[src/rtl/qam16_pkg.sv]
// Shared 16-QAM definitions: Gray level codes, default subcarrier count and the
// {Q,I} word packing expected by the IFFT framing stage.
package qam16_pkg;

    localparam int N_SC_DEF   = 32;
    localparam int COMP_W_DEF = 32;
    localparam int AMP_DEF    = 8192;

    // Q occupies the upper half of the output word, I the lower half.
    localparam int Q_HALF = 1;
    localparam int I_HALF = 0;

    typedef enum logic [1:0] {
        G_M3 = 2'b00,
        G_M1 = 2'b01,
        G_P1 = 2'b11,
        G_P3 = 2'b10
    } gray_e;

    function automatic int gray_level(input logic [1:0] g);
        int lvl;
        case (gray_e'(g))
            G_M3:    lvl = -3;
            G_M1:    lvl = -1;
            G_P1:    lvl = 1;
            default: lvl = 3;
        endcase
        return lvl;
    endfunction

endpackage

[src/rtl/qam16_lut.sv]
// Combinational nibble -> {Q,I} constellation point; I from bits [1:0], Q from [3:2].
module qam16_lut
    import qam16_pkg::*;
#(
    parameter int COMP_W = COMP_W_DEF,
    parameter int AMP    = AMP_DEF
) (
    input  logic [3:0]          nib_i,
    output logic [2*COMP_W-1:0] qi_o
);

    logic signed [COMP_W-1:0] i_s;
    logic signed [COMP_W-1:0] q_s;

    always_comb begin
        // signed int product, sign-extended (or truncated) to the component width
        i_s = COMP_W'(gray_level(nib_i[1:0]) * AMP);
        q_s = COMP_W'(gray_level(nib_i[3:2]) * AMP);
        qi_o = '0;
        qi_o[Q_HALF*COMP_W +: COMP_W] = q_s;
        qi_o[I_HALF*COMP_W +: COMP_W] = i_s;
    end

endmodule

[src/rtl/qam16_mapper.sv]
// Streaming 16-QAM mapper: bytes in, two Gray-mapped points out (low nibble first),
// with m_last on every N_SC-th point to frame OFDM symbols.
module qam16_mapper
    import qam16_pkg::*;
#(
    parameter int COMP_W = COMP_W_DEF,
    parameter int AMP    = AMP_DEF,
    parameter int N_SC   = N_SC_DEF
) (
    input  logic                aclk,
    input  logic                reset,
    input  logic [7:0]          in_data,
    input  logic                in_valid,
    output logic                in_ready,
    output logic [2*COMP_W-1:0] m_data,
    output logic                m_valid,
    input  logic                m_ready,
    output logic                m_last
);

    localparam int              SC_W   = $clog2(N_SC);
    localparam logic [SC_W-1:0] SC_MAX = SC_W'(N_SC - 1);

    logic [7:0]          buf_q, buf_d;
    logic [1:0]          nib_cnt_q, nib_cnt_d;
    logic                m_valid_q, m_valid_d;
    logic [2*COMP_W-1:0] m_data_q, m_data_d;
    logic                m_last_q, m_last_d;
    logic [SC_W-1:0]     sc_cnt_q, sc_cnt_d;

    logic                out_free, accept, load, hs;
    logic [3:0]          nib_sel;
    logic [2*COMP_W-1:0] point;
    logic [SC_W-1:0]     sc_next, load_idx;

    assign out_free = !m_valid_q || m_ready;
    assign in_ready = (nib_cnt_q == 2'd0) || ((nib_cnt_q == 2'd1) && out_free);
    assign accept   = in_valid && in_ready;
    assign load     = out_free && (nib_cnt_q != 2'd0);
    assign hs       = m_valid_q && m_ready;
    assign nib_sel  = (nib_cnt_q == 2'd2) ? buf_q[3:0] : buf_q[7:4];
    assign sc_next  = (sc_cnt_q == SC_MAX) ? '0 : sc_cnt_q + 1'b1;
    // A point loaded while the current one leaves takes the following index.
    assign load_idx = hs ? sc_next : sc_cnt_q;

    qam16_lut #(.COMP_W(COMP_W), .AMP(AMP)) u_lut (
        .nib_i (nib_sel),
        .qi_o  (point)
    );

    always_comb begin
        buf_d     = buf_q;
        nib_cnt_d = nib_cnt_q;
        m_valid_d = m_valid_q;
        m_data_d  = m_data_q;
        m_last_d  = m_last_q;
        sc_cnt_d  = hs ? sc_next : sc_cnt_q;

        if (load) begin
            nib_cnt_d = nib_cnt_q - 2'd1;
            m_data_d  = point;
            m_last_d  = (load_idx == SC_MAX);
        end
        if (out_free) m_valid_d = load;
        if (accept) begin
            buf_d     = in_data;
            nib_cnt_d = 2'd2;
        end
    end

    always_ff @(posedge aclk or posedge reset) begin
        if (reset) begin
            buf_q     <= '0;
            nib_cnt_q <= '0;
            m_valid_q <= 1'b0;
            m_data_q  <= '0;
            m_last_q  <= 1'b0;
            sc_cnt_q  <= '0;
        end else begin
            buf_q     <= buf_d;
            nib_cnt_q <= nib_cnt_d;
            m_valid_q <= m_valid_d;
            m_data_q  <= m_data_d;
            m_last_q  <= m_last_d;
            sc_cnt_q  <= sc_cnt_d;
        end
    end

    assign m_valid = m_valid_q;
    assign m_data  = m_data_q;
    assign m_last  = m_last_q;

endmodule

[config.mk]
export PLATFORM = sky130hd
export DESIGN_NAME = qam16_mapper
export DESIGN_NICKNAME = d
export VERILOG_FILES = /design/src/rtl/qam16_pkg.sv /design/src/rtl/qam16_lut.sv /design/src/rtl/qam16_mapper.sv
export SDC_FILE = /design/constraint.sdc
export NUM_CORES = 1
export LEC_CHECK = 0
export CAP_MARGIN = 40
export CORE_ASPECT_RATIO = 1.75
export CORE_UTILIZATION = 36
export DETAILED_ROUTE_END_ITERATION = 10
export PLACE_DENSITY = 0.77
export SLEW_MARGIN = 10
export SYNTH_ARGS = -nofsm -noshare
export SYNTH_HDL_FRONTEND = slang
export SYNTH_SLANG_ARGS = --single-unit
[constraint.sdc]
create_clock -name aclk -period 1.9 [get_ports aclk]
set_input_delay 0.38 -clock aclk [delete_from_list [all_inputs] [get_ports aclk]]
set_output_delay 0.38 -clock aclk [all_outputs]
set_load 0.05 [all_outputs]
# Word-level counts from Yosys, hierarchy flattened
# Cells that the tools add are included.
# classes
eq_ne	8
mux	7
reduce_logical	12
addsub	2
# ops
cell	count
case mux 19 bit (3 select lines)	2
equality test 5 bit (second input constant)	2
2-to-1 mux 5 bit	2
equality test 2 x 1 -> 1 bit (second input constant)	3
equality test 2 bit (second input constant)	3
logical NOT 2 bit	3
adder 5 x 1 -> 5 bit (second input constant)	1
logical AND 1 bit	4
2-to-1 mux 2 bit	2
2-to-1 mux 4 bit	1
nonzero test 2 bit	2
logical OR 1 bit	2
subtractor 2 x 1 -> 2 bit (second input constant)	1
logical NOT 1 bit	1
# word_totals
reg_bits	55
word_cells	35
inputBits	12
out_inout_bits	67

# Logic depth before layout (Yosys ltp)
# Gate-level depths: netlist (run 1).
# depth
word_depth	6
depth_mapped	7
ltp_nobuf	7

# Hierarchy
# From an unflattened synthesis (run 1), not the netlist that was laid out.
# unflattened
hier_cells	411
hier_area_um2	3831.2
# modules_own_cells
module	area_per_inst_um2	cells_per_inst	instances
qam16_mapper	3295.7	339	1
qam16_lut	535.5	72	1

# Least setup slack after synthesis (run 1)
# No wires, ideal clock.
# synth_path
kind	register to register
from	register sc_cnt_q[0]
to	register m_last_q, in the netlist m_last
stages_incl_launch_ff	6
path_slack_ns	0.037
required_time_ns	1.797
arrival_time_ns	1.759
cell_sequence	dfrtp_1 ha_1 and3_1 ha_1 o41a_1 o41ai_2
# synth_between
elab_chain_cells	4
# synth_lines
element	line	source
start: declaration	qam16_mapper.sv:29	logic [SC_W-1:0] sc_cnt_q, sc_cnt_d;
start signal: assignment	qam16_mapper.sv:85	sc_cnt_q <= sc_cnt_d;
adder 5 x 1 -> 5 bit or equality test 5 bit (tied branches)	qam16_mapper.sv:42	assign sc_next = (sc_cnt_q == SC_MAX) ? '0 : sc_cnt_q + 1'b1;
2-to-1 mux 5 bit	qam16_mapper.sv:42	
2-to-1 mux 5 bit (*)	n/a	
equality test 5 bit (*)	qam16_mapper.sv:62	m_last_d = (load_idx == SC_MAX);
end signal: assignment	qam16_mapper.sv:84	m_last_q <= m_last_d;
end: declaration	qam16_mapper.sv:28	logic m_last_q, m_last_d;
# Mark *: on every way between the ends. The rest lies on a longest branch, timed or not.
# A chain may end at the register's enable or synchronous reset.

# Final worst setup path (run 1)
# layout_path
from	register sc_cnt_q[1]
to	register m_last_q, in the netlist m_last
# Same word-level chain as after synthesis.

==> metrics.cfg, run 1 <==
[run_status]
status = completed

[synthesis]
synth_ff_type = dfrtp_1
yosysTopAreaCellShare_pct = 35.6
avgSynthCellArea_um2 = 10.1
synth_cell_type_count = 30
ys_seq_elements = 22
synth_top_cell_by_area = dfrtp_1
yosys_warnings = 0
synth_cells = 153
yosysSeqAreaShare_pct = 35.6
synth_edf_count = 0
syn_area_um2 = 1550
netlist_top_cells_area = dfrtp_1 36%, buf_4 29%, mux2_4 7.8%
ys_async_sr_fraction_pct = 100

[placed_design]
dp_cells = 229
place.gp.congestion = 0.746
io_buffers = 52
post-dp-hpwl_um = 2240

[die]
die_h_um = 88.7
die_area_um2 = 4570
row_count = 31
core_area_um2 = 4110
initial_core_util_pct = 37.6
ios = 79
die_w_um = 51.5

[layout]
layout-area-overhead-vs-synth_pct = 50.7
layout_commonest_cell = buf_12
final_cell_count_no_fill = 233
fin_nets = 202
diodes = 0
final_cell_mix = 37 x buf_12, 26 x conb_1, 22 x dfrtp_1
drive_gt1_share_pct = 39.1

[clock_tree]
post-cts-setup-buffer-count = 0
clk_latency_ns = 0.26
tritoncts = done
clock_sinks = 22
cts_buffers = 3
holdBufCountCts = 0
clockBufferDepth = 2
htreeDepth = 1
cts-resized-gates = 0
clk_pin_slew_ns = 0.08
root_buffer = clkbuf_8

[global_routing]
grt-ovfl-total = 0
grt_usage_pct = 13.0
grt_pass1_vias = 923
antenna_found_initial = 0
grt_pass1_wl_um = 4350
grt_max_degree = 23

[sta]
finalSetupViolCount = 0
setup_tns_ns = 0
fmax_mhz = 543
relSlewSlack_pct = 66.3
hold_violations = 0
skew_ns = 0.00347
worst_pin_slew_ns = 0.503
layout_min_cycle_time_ns = 1.84
drv_slew = 0
period_share_pct = 96.9

[route]
vias = 987
drt-pass1-iter-count = 4
drc = 0
wl_um = 2780
wl_per_cell_um = 11.9
drt_iter0_drc = 22
vias_per_cell = 4.24
ant_nets = 0

[critical_path]
critPathKind = reg2reg
critPathLaunchType = flop
cp-end-kind = flop
crit_path_cell_trace = ha_2 -> and3_4 -> ha_4 -> nand2_2 -> nor4_4 -> a41oi_2 -> o41ai_2
crit_required_ns = 2.06
path_buf_inv = 0
path_delay_family = simple AND/OR/NAND/NOR gates
max_stage_delay_ns = 0.39
crit_fanout = 2
arrival_ns = 2.01
cp_slowest_cell = dfrtp_1

[hold_path]
holdCritPathClass = in2async

[run]
maxCapViolations = 0

sequential cells by signal, indices dropped and copies added (netlist names):
name,count
buf_q,8
m_data,5
m_last,1
m_valid,1
nib_cnt_q,2
sc_cnt_q,5
worst reg2reg max path, cell delays in order, from the launching register on:
cell     delay (ns)
dfrtp_1        0.39
ha_2           0.19
and3_4         0.18
ha_4           0.26
nand2_2        0.05
nor4_4         0.29
a41oi_2        0.07
o41ai_2        0.31
worst paths after layout:
check / cells after the start / from / slack, ns / end
worst max-delay path: 7 / sc_cnt_q[1]$_DFF_PP0_ / 0.06 / m_last$_DFFE_PP0P_
worst min-delay path: 3 / reset / 0.46 / sc_cnt_q[1]$_DFF_PP0_
worst max register to register: 7 / sc_cnt_q[1]$_DFF_PP0_ / 0.06 / m_last$_DFFE_PP0P_
worst min register to register: 2 / m_data[46]$_DFFE_PP0P_ / 0.50 / m_data[46]$_DFFE_PP0P_
max in group asynchronous: 3 / reset / 1.22 / m_last$_DFFE_PP0P_
min in group aclk: 2 / m_data[46]$_DFFE_PP0P_ / 0.50 / m_data[46]$_DFFE_PP0P_
logic make-up (layout without fill, tap and decap cells):
logic type	after synthesis	in the layout	synth area share, %
simple gates	25	25	8.10
buf+inv	68	74	31.4
fa+ha+maj	5	5	4.05
compound gates	14	14	6.40
other cells	1	26	0.243
xor+xnor	5	5	2.83
mux	13	13	11.3
flops	22	22	35.6
cells in the mapped netlist (2+ instances only):
cell type	count
nor2_1	6
a21oi_1	3
mux2_4	8
xnor2_1	3
nand2b_1	5
nand2_1	8
mux2_1	2
xor2_1	2
ha_1	5
inv_1	7
o21ai_1	5
dfrtp_1	22
buf_4	59
mux2_2	2
metal layers:
layer  up-vias  GRT usage [%]  share of wire [%]
li1        474              -                  -
met1       459           12.9                 32
met2        47           24.8                 61
met3         7           1.72                4.5
met4         0           7.37                2.3
met5         -              0                  0
cell type report:
| class | instances | area [um^2] |
|---|---|---|
| clock inverters | 1 | 30.0 |
| flip-flops and latches | 22 | 551 |
| fillers | 335 | 1780 |
| inverters | 7 | 26.3 |
| multi-input cells | 88 | 648 |
| repair buffers | 63 | 971 |
| clock buffers | 3 | 41.3 |
| well taps | 49 | 61.3 |
per-stage QoR:
| stage | hold slack (ns) | utilization [%] | instance area [um^2] | setup slack, ns |
|---|---|---|---|---|
| 2_1_floorplan | 0.369 | - | 1640 | 0.0373 |
| 3_3_place_gp | 0.476 | 53.8 | 2210 | 0.0527 |
| 3_5_place_dp | 0.485 | 53.8 | 2210 | 0.0208 |
| 4_1_cts | 0.466 | 55.5 | 2280 | 0.0221 |
| 5_1_grt | 0.483 | 56.6 | 2330 | -0.0125 |
| 6_report | 0.464 | 56.6 | 2330 | 0.0581 |
Power of run 1 is left out: the tool's default activity adds up to more than one toggle a clock period on the data nets, which glitch-free logic cannot reach.
==> run 2, diff against run 1 <==
--- a/config.mk
+++ b/config.mk
@@ -9,7 +9,9 @@
 export CORE_ASPECT_RATIO = 1.75
 export CORE_UTILIZATION = 36
 export DETAILED_ROUTE_END_ITERATION = 10
+export GPL_TIMING_DRIVEN = 0
 export PLACE_DENSITY = 0.77
+export RECOVER_POWER = 50
 export SLEW_MARGIN = 10
 export SYNTH_ARGS = -nofsm -noshare
 export SYNTH_HDL_FRONTEND = slang
==> metrics.cfg, run 2 (synthesis results as in run 1) <==
[route]
wl_um = 2920  ; +5.1%
vias_per_cell = 3.96  ; -6.6%
met2_length_um = 1710  ; +0.89%
vias = 1140  ; +16%
wl_per_cell_um = 10.2  ; -15%
top_layer = met4
drc = 0  ; unchanged
wl_met3_um = 152  ; +22%
ant_nets = 0  ; unchanged
drt_iter0_drc = 26  ; +18%
drt-pass1-iter-count = 3  ; -1
wirelength_met1_um = 1010  ; +12%

[layout]
nFillCells = 391  ; +17%
drive_gt1_share_pct = 50.2  ; +11 points
largest_register_ffs = 8  ; unchanged
fin_area_um2 = 2190  ; -6.1%
layout-area-overhead-vs-synth_pct = 41.5
fin_nets = 257  ; +27%
final_cell_mix = 63 x buf_4, 30 x clkbuf_2, 26 x conb_1
regMostFlops = buf_q
diodes = 0  ; unchanged
layout_commonest_cell = buf_4

[sta]
finalSetupViolCount = 0  ; unchanged
layout_min_cycle_time_ns = 1.83  ; -0.0101 ns
worst_pin_slew_ns = 1.19  ; +0.687 ns
rsz0062_at_grt = true
relSlewSlack_pct = 20.7  ; -46 points
fmax_mhz = 546  ; +0.55%
hold_violations = 0  ; unchanged
drv_slew = 0  ; unchanged
skew_ns = 0.00113  ; -0.00235 ns
period_share_pct = 96.4  ; -0.53 points

[placed_design]
dpl_cell_area_um2 = 2250  ; +1.6%
post-dp-hpwl_um = 2290  ; +1.9%
place.gp.congestion = 0.746  ; about the same
io_buffers = 52  ; unchanged

[clock_tree]
clockBufferDepth = 2  ; unchanged
htreeDepth = 1  ; unchanged
clock_sinks = 22  ; unchanged
cts_buffers = 3  ; unchanged
clk_latency_ns = 0.26  ; about the same
tritoncts = done
clk_pin_slew_ns = 0.07  ; about the same
root_buffer = clkbuf_8
holdBufCountCts = 0  ; unchanged

[critical_path]
max_stage_delay_ns = 0.54  ; +0.15 ns
cp-end-kind = output pin
cp_slowest_cell = dfrtp_2
crit_path_cell_trace = buf_4 -> clkdlybuf4s15_1
critPathLaunchType = flop
crit_required_ns = 1.52  ; -0.54 ns
critPathKind = reg2out
arrival_ns = 1.45  ; -0.56 ns
crit_fanout = 18  ; +16

[hold_path]
holdCritPathClass = reg2reg

[run]
maxCapViolations = 0  ; unchanged

[die]
initial_core_util_pct = 37.6  ; unchanged
row_count = 31  ; unchanged
core_area_um2 = 4110  ; unchanged
ios = 79  ; unchanged
die_w_um = 51.5  ; unchanged
die_h_um = 88.7  ; unchanged
die_area_um2 = 4570  ; unchanged

[global_routing]
grt_pass1_vias = 1013  ; +9.8%
antenna_found_initial = 0  ; unchanged
grt-ovfl-total = 0  ; unchanged
grt_usage_pct = 12.6  ; -0.35 points
grt_pass1_wl_um = 4340  ; -0.30%
grt_max_degree = 23  ; unchanged

[run_status]
status = completed

[run 2: cell count changes in the layout (fill, tap and decap cells not counted), moves of 2 or more]
cell,change
buf_12,-37
buf_2,+2
buf_4,+51
clkbuf_2,+30
clkdlybuf4s15_1,+2
dfrtp_1,-2
dfrtp_2,+2
dlygate4sd2_1,+3
[run 2: through the flow]
stage | utilization (%) | std cells | hold slack [ns] | TNS [ns] | setup WS (ns)
after detailed placement | 54.7 | 280 | 0.476 | -4.88 | -0.453
after floorplan | - | 178 | 0.369 | 0 | 0.0373
after CTS | 55.4 | 285 | 0.466 | -0.0593 | -0.0593
final | 53.2 | 288 | 0.489 | 0 | 0.0682
after global routing | 53.2 | 288 | 0.526 | -0.0150 | -0.0150
after global placement | 54.0 | 279 | 0.470 | -4.21 | -0.455
[run 2: worst max-delay path, delay by kind of cell (launching register included)]
| kind | cells | cell delay, ns |
|---|---|---|
| buf+inv | 2 | 0.65 |
| flops | 1 | 0.54 |
[run 2: final timing paths]
path / start / end / slack (ns) / cells after the start
worst max-delay path: m_data[31]$_DFFE_PP0P_ / m_data[18] / 0.07 / 2
worst min-delay path: m_data[14]$_DFFE_PP0P_ / m_data[14]$_DFFE_PP0P_ / 0.49 / 2
worst max register to register: sc_cnt_q[1]$_DFF_PP0_ / m_last$_DFFE_PP0P_ / 0.09 / 7
worst min register to register: m_data[14]$_DFFE_PP0P_ / m_data[14]$_DFFE_PP0P_ / 0.49 / 2
max in group asynchronous: reset / m_data[62]$_DFFE_PP0P_ / 0.31 / 3
min in group asynchronous: reset / buf_q[1]$_DFFE_PP0P_ / 0.80 / 3
[run 2: final cells by class]
| class | instances | area (um^2) | area share, % |
|---|---|---|---|
| flip-flops and latches | 22 | 553 | 25.3 |
| multi-input cells | 88 | 633 | 29.0 |
| plain buffers | 61 | 459 | 21.0 |
| repair buffers | 57 | 398 | 18.2 |
| well taps | 49 | 61.3 | 2.80 |
| clock buffers | 4 | 55.1 | 2.52 |
| inverters | 7 | 26.3 | 1.20 |
[run 2: layer usage]
metal,up-vias,global-route usage [%]
li1,585,-
met1,505,11.0
met2,44,26.1
met3,6,1.37
met4,0,7.13
met5,-,0
[run 2: repair_timing]
| action | in CTS | in global routing |
|---|---|---|
| buffers inserted | 1 | 3 |
| endpoints found under the setup margin | 37 | 35 |
| resized for setup | 46 | 65 |
| pin swaps | 1 | 4 |
| endpoints found under the hold margin | 0 | 0 |
Power of run 2 is left out for the same reason.
==> run 3, diff against run 2 <==
--- a/config.mk
+++ b/config.mk
@@ -9,6 +9,7 @@
 export CORE_ASPECT_RATIO = 1.75
 export CORE_UTILIZATION = 36
 export DETAILED_ROUTE_END_ITERATION = 10
+export GPL_ROUTABILITY_DRIVEN = 0
 export GPL_TIMING_DRIVEN = 0
 export PLACE_DENSITY = 0.77
 export RECOVER_POWER = 50
@@ -16,3 +17,4 @@
 export SYNTH_ARGS = -nofsm -noshare
 export SYNTH_HDL_FRONTEND = slang
 export SYNTH_SLANG_ARGS = --single-unit
+export TNS_END_PERCENT = 5
==> metrics.cfg, run 3 (synthesis results as in run 1) <==
[run_status]
status = completed

[critical_path]
critPathKind = reg2reg
rr_endpoint = m_last$_DFFE_PP0P_
max_stage_delay_ns = 0.45  ; -0.09 ns
cpMostUsedCell = ha_2
cp_slowest_cell = dfrtp_2
timing.rr.start = sc_cnt_q[0]$_DFF_PP0_
crit_required_ns = 2.06  ; +0.54 ns
crit_path_cell_trace = ha_2 -> and3_1 -> ha_2 -> o41a_1 -> o41ai_2
path_delay_family = compound AO/OA/AOI/OAI gates
cp-end-kind = flop
crit_fanout = 7  ; -11
cp-endpoint = m_last$_DFFE_PP0P_
path_buf_inv = 0  ; -2
worst_r2r_path_depth = 5  ; -2
arrival_ns = 2.04  ; +0.59 ns
path_depth = 5  ; +3
critPathLaunchType = flop
startpoint = sc_cnt_q[0]$_DFF_PP0_
r2r_setup_slack_ns = 0.02  ; -0.07 ns

[global_routing]
grt_pass1_vias = 1014  ; +0.099%
grt_max_degree = 23  ; unchanged
grt-ovfl-total = 0  ; unchanged
grt_usage_pct = 13.0  ; +0.38 points
grt_pass1_wl_um = 4500  ; +3.6%
antenna_found_initial = 0  ; unchanged

[route]
ant_nets = 0  ; unchanged
wirelength_met1_um = 969  ; -3.6%
vias = 1126  ; -1.2%
wl_um = 2850  ; -2.6%
drc = 0  ; unchanged
wl_met3_um = 157  ; +3.3%
drt_iter0_drc = 14  ; -46%
wl_per_cell_um = 10.0  ; -1.2%
vias_per_cell = 3.96  ; +0.16%
drt-pass1-iter-count = 4  ; +1
met2_length_um = 1680  ; -1.6%
top_layer = met4

[clock_tree]
clock_sinks = 22  ; unchanged
htreeDepth = 1  ; unchanged
clockBufferDepth = 2  ; unchanged
tritoncts = done
root_buffer = clkbuf_8
post-cts-setup-buffer-count = 0  ; -1
clk_pin_slew_ns = 0.07  ; about the same
clk_latency_ns = 0.26  ; about the same
cts_buffers = 3  ; unchanged

[sta]
setup_tns_ns = 0  ; unchanged
finalSetupViolCount = 0  ; unchanged
layout_min_cycle_time_ns = 1.88  ; +0.0480 ns
worst_pin_slew_ns = 1.18  ; -0.0151 ns
skew_ns = 0.00110  ; -0.0000256 ns
fmax_mhz = 532  ; -2.6%
period_share_pct = 98.9  ; +2.5 points
drv_slew = 0  ; unchanged
relSlewSlack_pct = 21.7  ; +1.0 points
hold_violations = 0  ; unchanged
rsz0062_at_grt = true

[layout]
fin_util_pct = 53.5  ; +0.37 points
drive_gt1_share_pct = 49.8  ; -0.42 points
diodes = 0  ; unchanged
largest_register_ffs = 8  ; unchanged
fin_area_um2 = 2200  ; +0.69%
layout_commonest_cell = buf_4
fin_nets = 253  ; -1.6%
regMostFlops = buf_q
final_cell_count_no_fill = 284  ; -1.4%
layout-area-overhead-vs-synth_pct = 42.4
final_cell_mix = 91 x buf_4, 26 x conb_1, 19 x dfrtp_1

[die]
die_area_um2 = 4570  ; unchanged
row_count = 31  ; unchanged
die_h_um = 88.7  ; unchanged
initial_core_util_pct = 37.6  ; unchanged
core_area_um2 = 4110  ; unchanged
die_w_um = 51.5  ; unchanged
ios = 79  ; unchanged

[hold_path]
holdCritPathClass = reg2reg

[placed_design]
io_buffers = 52  ; unchanged
dpl_cell_area_um2 = 2250  ; unchanged
dp_cells = 280  ; unchanged
post-dp-hpwl_um = 2290  ; unchanged

[run]
maxCapViolations = 0  ; unchanged

-- run 3: worst reg2reg max path, delay by kind of cell, from the launching register on --
family,cells,cell delay [ns]
and+or+nand+nor,1,0.18
adders and majority gates,2,0.42
DFF,1,0.45
AOI/OAI and AO/OA,2,0.72
-- run 3: per-stage QoR --
stage / hold slack, ns / setup WS (ns)
floorplan: 0.369 / 0.0373
global placement: 0.470 / -0.455
detailed placement: 0.476 / -0.453
CTS: 0.466 / -0.0593
global route: 0.526 / -0.0586
finish: 0.488 / 0.0202
-- run 3: area by class of cell --
cell class	count	area, um^2
flip-flops and latches	22	554
well taps	49	61.3
multi-input cells	88	614
clock buffers	4	55.1
inverters	7	26.3
repair buffers	53	430
fillers	396	1910
plain buffers	61	459
-- run 3: worst min path at each step --
stage                      startpoint                     end  slack, ns  depth (start not counted)
4_1_cts                         reset    buf_q[1]$_DFFE_PP0P_       0.47                          3
2_1_floorplan                   reset    buf_q[0]$_DFFE_PP0P_       0.37                          1
3_3_place_gp   m_data[14]$_DFFE_PP0P_  m_data[14]$_DFFE_PP0P_       0.47                          2
6_report       m_data[14]$_DFFE_PP0P_  m_data[14]$_DFFE_PP0P_       0.49                          2
5_1_grt        m_data[14]$_DFFE_PP0P_  m_data[14]$_DFFE_PP0P_       0.53                          2
3_5_place_dp   m_data[14]$_DFFE_PP0P_  m_data[14]$_DFFE_PP0P_       0.48                          2
-- run 3: what timing repair did --
action                                  in CTS  in global routing
pin swaps                                    1                  0
resized for setup                           48                  4
endpoints found under the setup margin      37                  4
hold buffers                                 0                  0
-- run 3: routing by layer --
metal	track usage [%]	vias to the layer above
li1	-	578
met1	12.1	502
met2	26.3	42
met3	1.37	4
met4	6.63	0
met5	0	-
Power of run 3 is left out for the same reason.
